### config.mk
export PLATFORM = sky130hd
export DESIGN_NAME = ksa_mp_sequencer
export DESIGN_NICKNAME = d
export VERILOG_FILES = /design/src/rtl/ksa_mp_sequencer.sv
export SDC_FILE = /design/constraint.sdc
export NUM_CORES = 1
export LEC_CHECK = 0
export CORE_MARGIN = 2
export CORE_UTILIZATION = 39
export CTS_CLUSTER_SIZE = 16
export DETAILED_ROUTE_END_ITERATION = 8
export GPL_ROUTABILITY_DRIVEN = 0
export HOLD_SLACK_MARGIN = 0.08
export PLACE_DENSITY_LB_ADDON = 0.15
export SYNTH_ARGS = -nofsm -noshare
export SYNTH_HDL_FRONTEND = slang
export SYNTH_SLANG_ARGS = --single-unit
### constraint.sdc
create_clock -name clk -period 5.22 [get_ports clk]
set_input_delay 1.044 -clock clk [delete_from_list [all_inputs] [get_ports clk]]
set_output_delay 1.044 -clock clk [all_outputs]
set_load 0.02 [all_outputs]
### src/rtl/ksa_mp_sequencer.sv
// Multi-precision add/subtract sequencer: streams 1..MAX_WORDS operand words LSW-first
// through a single 32-bit Kogge-Stone adder, chaining the carry between words.

module KSA_top_level #(
    parameter int WIDTH = 32
) (
    input  logic [WIDTH-1:0] a,
    input  logic [WIDTH-1:0] b,
    input  logic             cin,
    output logic [WIDTH-1:0] sum,
    output logic             cout
);
    logic [WIDTH-1:0] w_g;
    logic [WIDTH-1:0] w_p;
    logic [WIDTH-1:0] w_gn;
    logic [WIDTH-1:0] w_pn;
    logic [WIDTH:0]   w_c;

    // Log-depth prefix tree; after the loop w_g/w_p hold group generate/propagate of bits [i:0].
    always_comb begin
        w_g  = a & b;
        w_p  = a ^ b;
        w_gn = w_g;
        w_pn = w_p;
        for (int s = 1; s < WIDTH; s = s * 2) begin
            w_gn = w_g;
            w_pn = w_p;
            for (int i = s; i < WIDTH; i++) begin
                w_gn[i] = w_g[i] | (w_p[i] & w_g[i-s]);
                w_pn[i] = w_p[i] & w_p[i-s];
            end
            w_g = w_gn;
            w_p = w_pn;
        end
        w_c[0] = cin;
        for (int i = 0; i < WIDTH; i++) begin
            w_c[i+1] = w_g[i] | (w_p[i] & cin);
        end
        sum  = (a ^ b) ^ w_c[WIDTH-1:0];
        cout = w_c[WIDTH];
    end
endmodule

// States:
//   S_IDLE  | waiting for a command, cmd_ready high
//   S_RUN   | accepting operand words, one adder pass per word
//   S_DRAIN | last result word held until downstream takes it
module ksa_mp_sequencer #(
    parameter int WIDTH     = 32,
    parameter int MAX_WORDS = 8,
    parameter int LW        = $clog2(MAX_WORDS)
) (
    input  logic             clk,
    input  logic             rst_n,
    input  logic             cmd_valid,
    output logic             cmd_ready,
    input  logic             cmd_sub,
    input  logic [LW-1:0]    cmd_len,
    input  logic             cmd_cin,
    input  logic             in_valid,
    output logic             in_ready,
    input  logic [WIDTH-1:0] in_a,
    input  logic [WIDTH-1:0] in_b,
    output logic             out_valid,
    input  logic             out_ready,
    output logic [WIDTH-1:0] out_sum,
    output logic             out_last,
    output logic             out_flag,
    output logic             busy
);
    typedef enum logic [1:0] {S_IDLE, S_RUN, S_DRAIN} state_t;

    state_t           r_state;
    state_t           w_state_nxt;
    logic             r_sub;
    logic [LW-1:0]    r_len;
    logic [LW-1:0]    r_cnt;
    logic             r_carry;
    logic             r_out_valid;
    logic [WIDTH-1:0] r_out_sum;
    logic             r_out_last;
    logic             r_out_flag;

    logic             w_cmd_fire;
    logic             w_in_fire;
    logic             w_out_fire;
    logic             w_last;
    logic [WIDTH-1:0] w_add_b;
    logic [WIDTH-1:0] w_sum;
    logic             w_cout;

    // Subtraction is a + ~b + ~borrow; the borrow-out is the inverted carry-out.
    assign w_add_b    = r_sub ? ~in_b : in_b;
    assign w_last     = (r_cnt == r_len);
    assign w_cmd_fire = cmd_valid & cmd_ready;
    assign w_in_fire  = in_valid & in_ready;
    assign w_out_fire = r_out_valid & out_ready;

    KSA_top_level #(.WIDTH(WIDTH)) u_ksa (
        .a    (in_a),
        .b    (w_add_b),
        .cin  (r_carry),
        .sum  (w_sum),
        .cout (w_cout)
    );

    always_ff @(posedge clk or negedge rst_n) begin
        if (!rst_n) r_state <= S_IDLE;
        else        r_state <= w_state_nxt;
    end

    // cmd_ready is gated by rst_n so it reads 0 for the whole reset assertion.
    always_comb begin
        w_state_nxt = r_state;
        cmd_ready   = 1'b0;
        in_ready    = 1'b0;
        busy        = (r_state != S_IDLE);
        case (r_state)
            S_IDLE: begin
                cmd_ready = rst_n;
                if (w_cmd_fire) w_state_nxt = S_RUN;
            end
            S_RUN: begin
                in_ready = ~r_out_valid | out_ready;
                if (w_in_fire && w_last) w_state_nxt = S_DRAIN;
            end
            S_DRAIN: begin
                if (w_out_fire) w_state_nxt = S_IDLE;
            end
            default: w_state_nxt = S_IDLE;
        endcase
    end

    always_ff @(posedge clk or negedge rst_n) begin
        if (!rst_n) begin
            r_sub       <= 1'b0;
            r_len       <= '0;
            r_cnt       <= '0;
            r_carry     <= 1'b0;
            r_out_valid <= 1'b0;
            r_out_sum   <= '0;
            r_out_last  <= 1'b0;
            r_out_flag  <= 1'b0;
        end else begin
            if (w_cmd_fire) begin
                r_sub   <= cmd_sub;
                r_len   <= cmd_len;
                r_carry <= cmd_sub ? ~cmd_cin : cmd_cin;
                r_cnt   <= '0;
            end
            if (w_in_fire) begin
                r_out_valid <= 1'b1;
                r_out_sum   <= w_sum;
                r_out_last  <= w_last;
                r_out_flag  <= w_last & (r_sub ^ w_cout);
                r_carry     <= w_cout;
                r_cnt       <= r_cnt + 1'b1;
            end else if (w_out_fire) begin
                r_out_valid <= 1'b0;
            end
        end
    end

    assign out_valid = r_out_valid;
    assign out_sum   = r_out_sum;
    assign out_last  = r_out_last;
    assign out_flag  = r_out_flag;
endmodule

==> impl_metrics.toml, run 1 <==
[outcome]
outcome = "finished clean"

[place]
placed_cells = 709
place_ws_ns = 1.45
port_buffers = 111
dp_hpwl_um = 8770

[cells_and_area]
final_layout_size_suffix_gt1_frac = 0.0465
area_growth_syn_to_layout_pct = 32.5
fill_cells = 1012
antenna-diode-count = 0
stdcell_count = 717
finalNetCount = 688
utilization = 0.525

[clock_tree]
cts_tree = "done"
root_buffer = "clkbuf_8"
hold_buffers = 0
cts_buffers = 5
cts_max_level = 2
cts-resized-gates = 0
clock_latency_ns = 0.30
clk_pin_slew_ns = 0.10
clock-sinks = 45
cts_setup_buffers = 0
cts_buffer_depth = 2

[drt]
vias = 4000
postRouteAntennaNets = 0
drtPass1Iterations = 5
post-route-drc-count = 0
drt_iter0_markers = 205
wl_per_cell_um = 15.7
viasPerCell = 5.58
wirelength_um = 11300

[sta]
maxSlewHeadroom = 0.371
finalSetupTns_ns = 0
setup_viol = 0
finalCritPeriodShare = 0.692
rsz0062_at_grt = "false"
period_needed_ns = 3.61
setup_ws_ns = 1.61
fin_skew_ns = 0.00504
hold_viol = 0
maxSlewViolCount = 0
fmax_mhz = 277
worst_slew_pin_slew_ns = 0.943

[setup_path]
crit_type = "primary input to output port"
r2r-start = "r_sub"
regToRegSetupSlack_ns = 1.88
required_ns = 4.18
crit_arrival_ns = 2.57
worstPathMaxFanout = 3
crit_chain = "clkdlybuf4s50_1 > nand2b_1 > nor2b_1 > clkdlybuf4s50_1"
crit_top_cell = "clkdlybuf4s50_1"
cp_slowest_cell = "clkdlybuf4s50_1"
critPathMaxStageDelay_ns = 0.66
cp-end-kind = "output port"
reg2reg_to = "out_flag"
reg2reg_depth = 8
start_kind = "primary input"

[yosys]
synth_edf_count = 0
synth_cells = 491
ys_seq_elements = 45
yosys_warnings = 0
async_flop_share = 1.00
ys_seq_area_frac = 0.279
syn-mean-instance-area_sq_um = 8.23
syn-num-nets = 599
synth_cell_types = 60
ys.flop_type = "dfrtp_1"
syn_area_sq_um = 4040

[die]
die_width_um = 106
die_area_sq_um = 11200
io_pins = 112
initial_utilization = 0.397
row_count = 37
coreArea_sq_um = 10200
dieHeight_um = 106

[hold_path]
hold_class = "flip-flop to flip-flop"
min_to = "out_sum[18]"
hold_start = "out_sum[18]"
worstHoldPathCells = 2

[grt]
antenna_found_initial = 0
grt_usage = 0.198
grt_overflow = 0
grt_pass1_vias = 3816
grt_max_degree = 47
grt_first_pass_wirelength_um = 18200

[power]
power.leakage_nw = 2.27
ir_drop_uv = 318
power_density_nw_per_um2 = 649

[flow_run]
cap_violations = 0
-- worst max-delay path, delay by kind of cell --
kind | cells | cell delay (ns)
buffers and inverters | 2 | 1.14
AND/OR/NAND/NOR | 2 | 0.38
-- per-layer routing --
layer | share of wire | up-vias | global-route usage | routed length [um]
met2 | 0.47 | 114 | 0.342 | 5280
met3 | 0.045 | 11 | 0.0210 | 503
met4 | 0.013 | 0 | 0.0545 | 147
met5 | 0 | - | 0 | 0
li1 | - | 1974 | - | -
met1 | 0.47 | 1901 | 0.264 | 5330
-- layout make-up --
class | instances | area (sq um) | share of cell area
repair buffers | 113 | 1120 | 0.209
clock inverters | 3 | 68.8 | 0.0129
well taps | 136 | 170 | 0.0318
clock buffers | 5 | 68.8 | 0.0129
flip-flops and latches | 45 | 1130 | 0.211
inverters | 10 | 37.5 | 0.00701
multi-input cells | 405 | 2760 | 0.515
-- flip-flops by register name (all words and copies together), names as in the netlist --
signal,cells
r_len,3
out_valid,1
r_sub,1
out_last,1
out_sum,32
out_flag,1
r_state,2
r_carry,1
r_cnt,3
-- synth_stat cells (3+ instances only) --
| library cell | instances | area, sq um |
|---|---|---|
| or3_1 | 4 | 25.0 |
| inv_1 | 10 | 37.5 |
| a211oi_1 | 4 | 30.0 |
| o31ai_1 | 5 | 37.5 |
| o21a_1 | 5 | 37.5 |
| o21bai_1 | 6 | 45.0 |
| ha_1 | 33 | 413 |
| nand2b_1 | 3 | 18.8 |
| a21oi_1 | 37 | 185 |
| clkbuf_1 | 26 | 97.6 |
| dfrtp_1 | 45 | 1130 |
| nor2b_1 | 3 | 18.8 |
| xnor2_1 | 14 | 123 |
| o21ai_0 | 43 | 215 |
| nand3_1 | 13 | 65.1 |
| xor2_1 | 40 | 350 |
| o211ai_1 | 5 | 37.5 |
| nor3_1 | 12 | 60.1 |
| nand2_1 | 63 | 236 |
| and3_1 | 7 | 43.8 |
| a21o_1 | 15 | 113 |
| and2_1 | 4 | 25.0 |
| nor2_1 | 20 | 75.1 |
| mux2_2 | 4 | 45.0 |
| nand4_1 | 15 | 93.8 |
| nor4_1 | 3 | 18.8 |
| and4_1 | 4 | 35.0 |
-- kinds of logic after synthesis --
group | Yosys count | synth area share
and+or+nand+nor | 159 | 0.194
AOI/OAI and AO/OA | 153 | 0.251
xor gates and xnor gates | 54 | 0.117
DFF | 45 | 0.279
buffers and inverters | 41 | 0.0390
adders and majority gates | 34 | 0.107
muxes | 5 | 0.0136
-- cells in the final DEF (no fill, tap or decap), drive strengths merged, types with 5 or more instances in the layout --
cell           synthesis  routed
nand4                 15      15
a21oi                 38      38
o31ai                  5       5
dfrtp                 45      45
nand2                 63      63
nand3                 13      13
and3                   7       7
o21bai                 6       6
ha                    33      33
clkdlybuf4s50          0     110
nor2                  20      20
a21o                  15      15
clkbuf                27       5
o211ai                 5       5
inv                   10      11
xor2                  40      40
o21ai                 44      44
o21a                   5       5
nor3                  13      13
xnor2                 14      14
-- power by group --
part | switching (mW) | internal (mW) | total (mW)
Sequential | 0.167 | 0.521 | 0.689
Combinational | 1.41 | 1.05 | 2.45
Clock | 0.136 | 0.193 | 0.329
Total | 1.71 | 1.76 | 3.47
-- worst max-delay path by stage --
stage               depth (start not counted)       end  startpoint  slack, ns
floorplan                                   8  out_flag     in_b[2]       2.08
global placement                            9  out_flag    in_b[15]       1.48
detailed placement                          9  out_flag    in_b[25]       1.45
CTS                                         4  in_ready   out_ready       1.60
global route                                4  in_ready   out_ready       1.54
finish                                      4  in_ready   out_ready       1.61
-- metrics by stage --
stage	power, mW	instance area (sq um)	hold WS [ns]
floorplan	2.37	4040	0.470
global placement	3.10	5210	0.457
detailed placement	3.14	5210	0.468
CTS	3.48	5350	0.491
global route	3.77	5350	0.515
finish	3.47	5350	0.483
(Power assumes the default switching activity.)
==> inputs of run 2 (changes only) <==
- clock period: 5.22 -> 3.1 ns (I/O delays scaled with it)
==> impl_metrics.toml, run 2 (synthesis gave the netlist of run 1 again) <==
[sta]
maxSlewHeadroom = 0.601
fin_hold_ws_ns = 0.482
fin_skew_ns = 0.00469
rsz0062_at_grt = "false"
worst_slew_pin_slew_ns = 0.599
finalCritPeriodShare = 0.962
fmax_mhz = 335
setup_ws_ns = 0.119
period_needed_ns = 2.98
finalSetupTns_ns = 0
setup_viol = 0
maxSlewViolCount = 0
hold_viol = 0

[place]
dp_hpwl_um = 9630
placed_cells = 786
place_ws_ns = -0.159
port_buffers = 111
placed_area_sq_um = 5820

[setup_path]
reg2reg_depth = 10
critPathMaxStageDelay_ns = 0.53
crit_chain = "clkdlybuf4s50_1 > xor2_1 > ha_1 > buf_4 > nand2_1 > nor3_1 > a32oi_1 > a211oi_1 > o21ai_0 > a31o_2"
required_ns = 3.30
crit_type = "primary input to flip-flop"
cp-end-kind = "flip-flop"
endpoint = "out_sum[25]"
start_kind = "primary input"
crit_arrival_ns = 3.18
r2r-start = "r_sub"
worstPathMaxFanout = 5
cp_slowest_cell = "a211oi_1"
regToRegSetupSlack_ns = 0.13
reg2reg_to = "out_sum[25]"
startpoint = "in_b[17]"

[cells_and_area]
fill_cells = 996
final_common_cell = "clkdlybuf4s50_1"
stdcell_count = 794
area_growth_syn_to_layout_pct = 46.3
finalNetCount = 765
stdcell_area_sq_um = 5910
largest_reg_flops = 32
antenna-diode-count = 0
mostFrequentLayoutCells = "110 x clkdlybuf4s50_1, 77 x buf_4, 62 x nand2_1, 44 x dfrtp_1, 43 x o21ai_0"
utilization = 0.580
final_layout_size_suffix_gt1_frac = 0.158

[die]
coreArea_sq_um = 10200
io_pins = 112
dieHeight_um = 106
die_area_sq_um = 11200
initial_utilization = 0.397
row_count = 37
die_width_um = 106

[grt]
grt_max_degree = 46
grt_overflow = 0
antenna_found_initial = 0
grt_usage = 0.215
grt_pass1_vias = 4180
grt_first_pass_wirelength_um = 19500

[drt]
drt_iter0_markers = 176
drtPass1Iterations = 5
postRouteAntennaNets = 0
wirelength_um = 11900
viasPerCell = 5.42
post-route-drc-count = 0
wl_per_cell_um = 14.9
vias = 4307

[hold_path]
hold_class = "flip-flop to flip-flop"
hold_start = "out_last"

[clock_tree]
cts_buffer_depth = 2
clock_latency_ns = 0.30
cts_tree = "done"
cts_max_level = 2
clk_pin_slew_ns = 0.10
cts_setup_buffers = 0
clock-sinks = 45
root_buffer = "clkbuf_8"
cts_buffers = 5

[power]
ir_drop_uv = 435
swShare = 0.470
clkPwrFrac = 0.061
p_comb_frac = 0.775
pwr-share-seq = 0.164
power.leakage_nw = 2.63
p_int_mw = 3.46
power_density_nw_per_um2 = 1100
p_switching_mw = 3.06
total_power_mw = 6.52

[flow_run]
cap_violations = 0

[outcome]
outcome = "finished clean"
[run 2: cell types whose count changed in the layout (fill, tap and decap cells not counted), sizes merged]
cell      delta
buf         +77
bufinv       -2
clkinv       +1
clkinvlp     +1
[run 2: power by group through the flow]
stage          combinational, mW  clock (mW)  sequential [mW]
2_1_floorplan               2.69           0             1.30
3_3_place_gp                4.94           0             1.07
3_5_place_dp                5.02           0             1.08
4_1_cts                     5.04       0.409             1.07
5_1_grt                     5.55       0.430             1.10
6_report                    5.05       0.397             1.07
[run 2: worst max-delay path, delay by kind of cell]
kind	cells	cell delay [ns]
and+or+nand+nor	2	0.41
adders and majority gates	1	0.36
AOI/OAI and AO/OA	4	1.09
buffers and inverters	2	0.55
xor gates and xnor gates	1	0.15
[run 2: area by class of cell]
class                      count  area (sq um)  share of cell area
sequential                    45          1130               0.191
inverter                      10          37.5             0.00635
clock buffer                   5          68.8              0.0116
multi-input combinational    405          2760               0.467
tap                          136           170              0.0288
clock inverter                 3          25.0             0.00423
timing repair buffer         190          1720               0.292
[run 2: worst min path at each step]
stage                       endpoint  slack (ns)  depth (start not counted)
after detailed placement    out_last        0.47                          1
after global routing      out_sum[6]        0.51                          2
after CTS                   out_last        0.49                          1
final                       out_last        0.48                          1
after global placement      out_last        0.46                          1
after floorplan             out_flag        0.32                          0
[run 2: what timing repair did]
action / in CTS / in global routing
gates resized for setup: 0 / 0
setup endpoints to repair: 0 / 1
hold endpoints to repair: 0 / 0
hold buffers: 0 / 0
[run 2: routing by layer]
layer / global-route usage / routed length, um
met4: 0.0555 / 131
met1: 0.286 / 5450
met5: 0 / 0
met2: 0.372 / 5720
met3: 0.0241 / 561
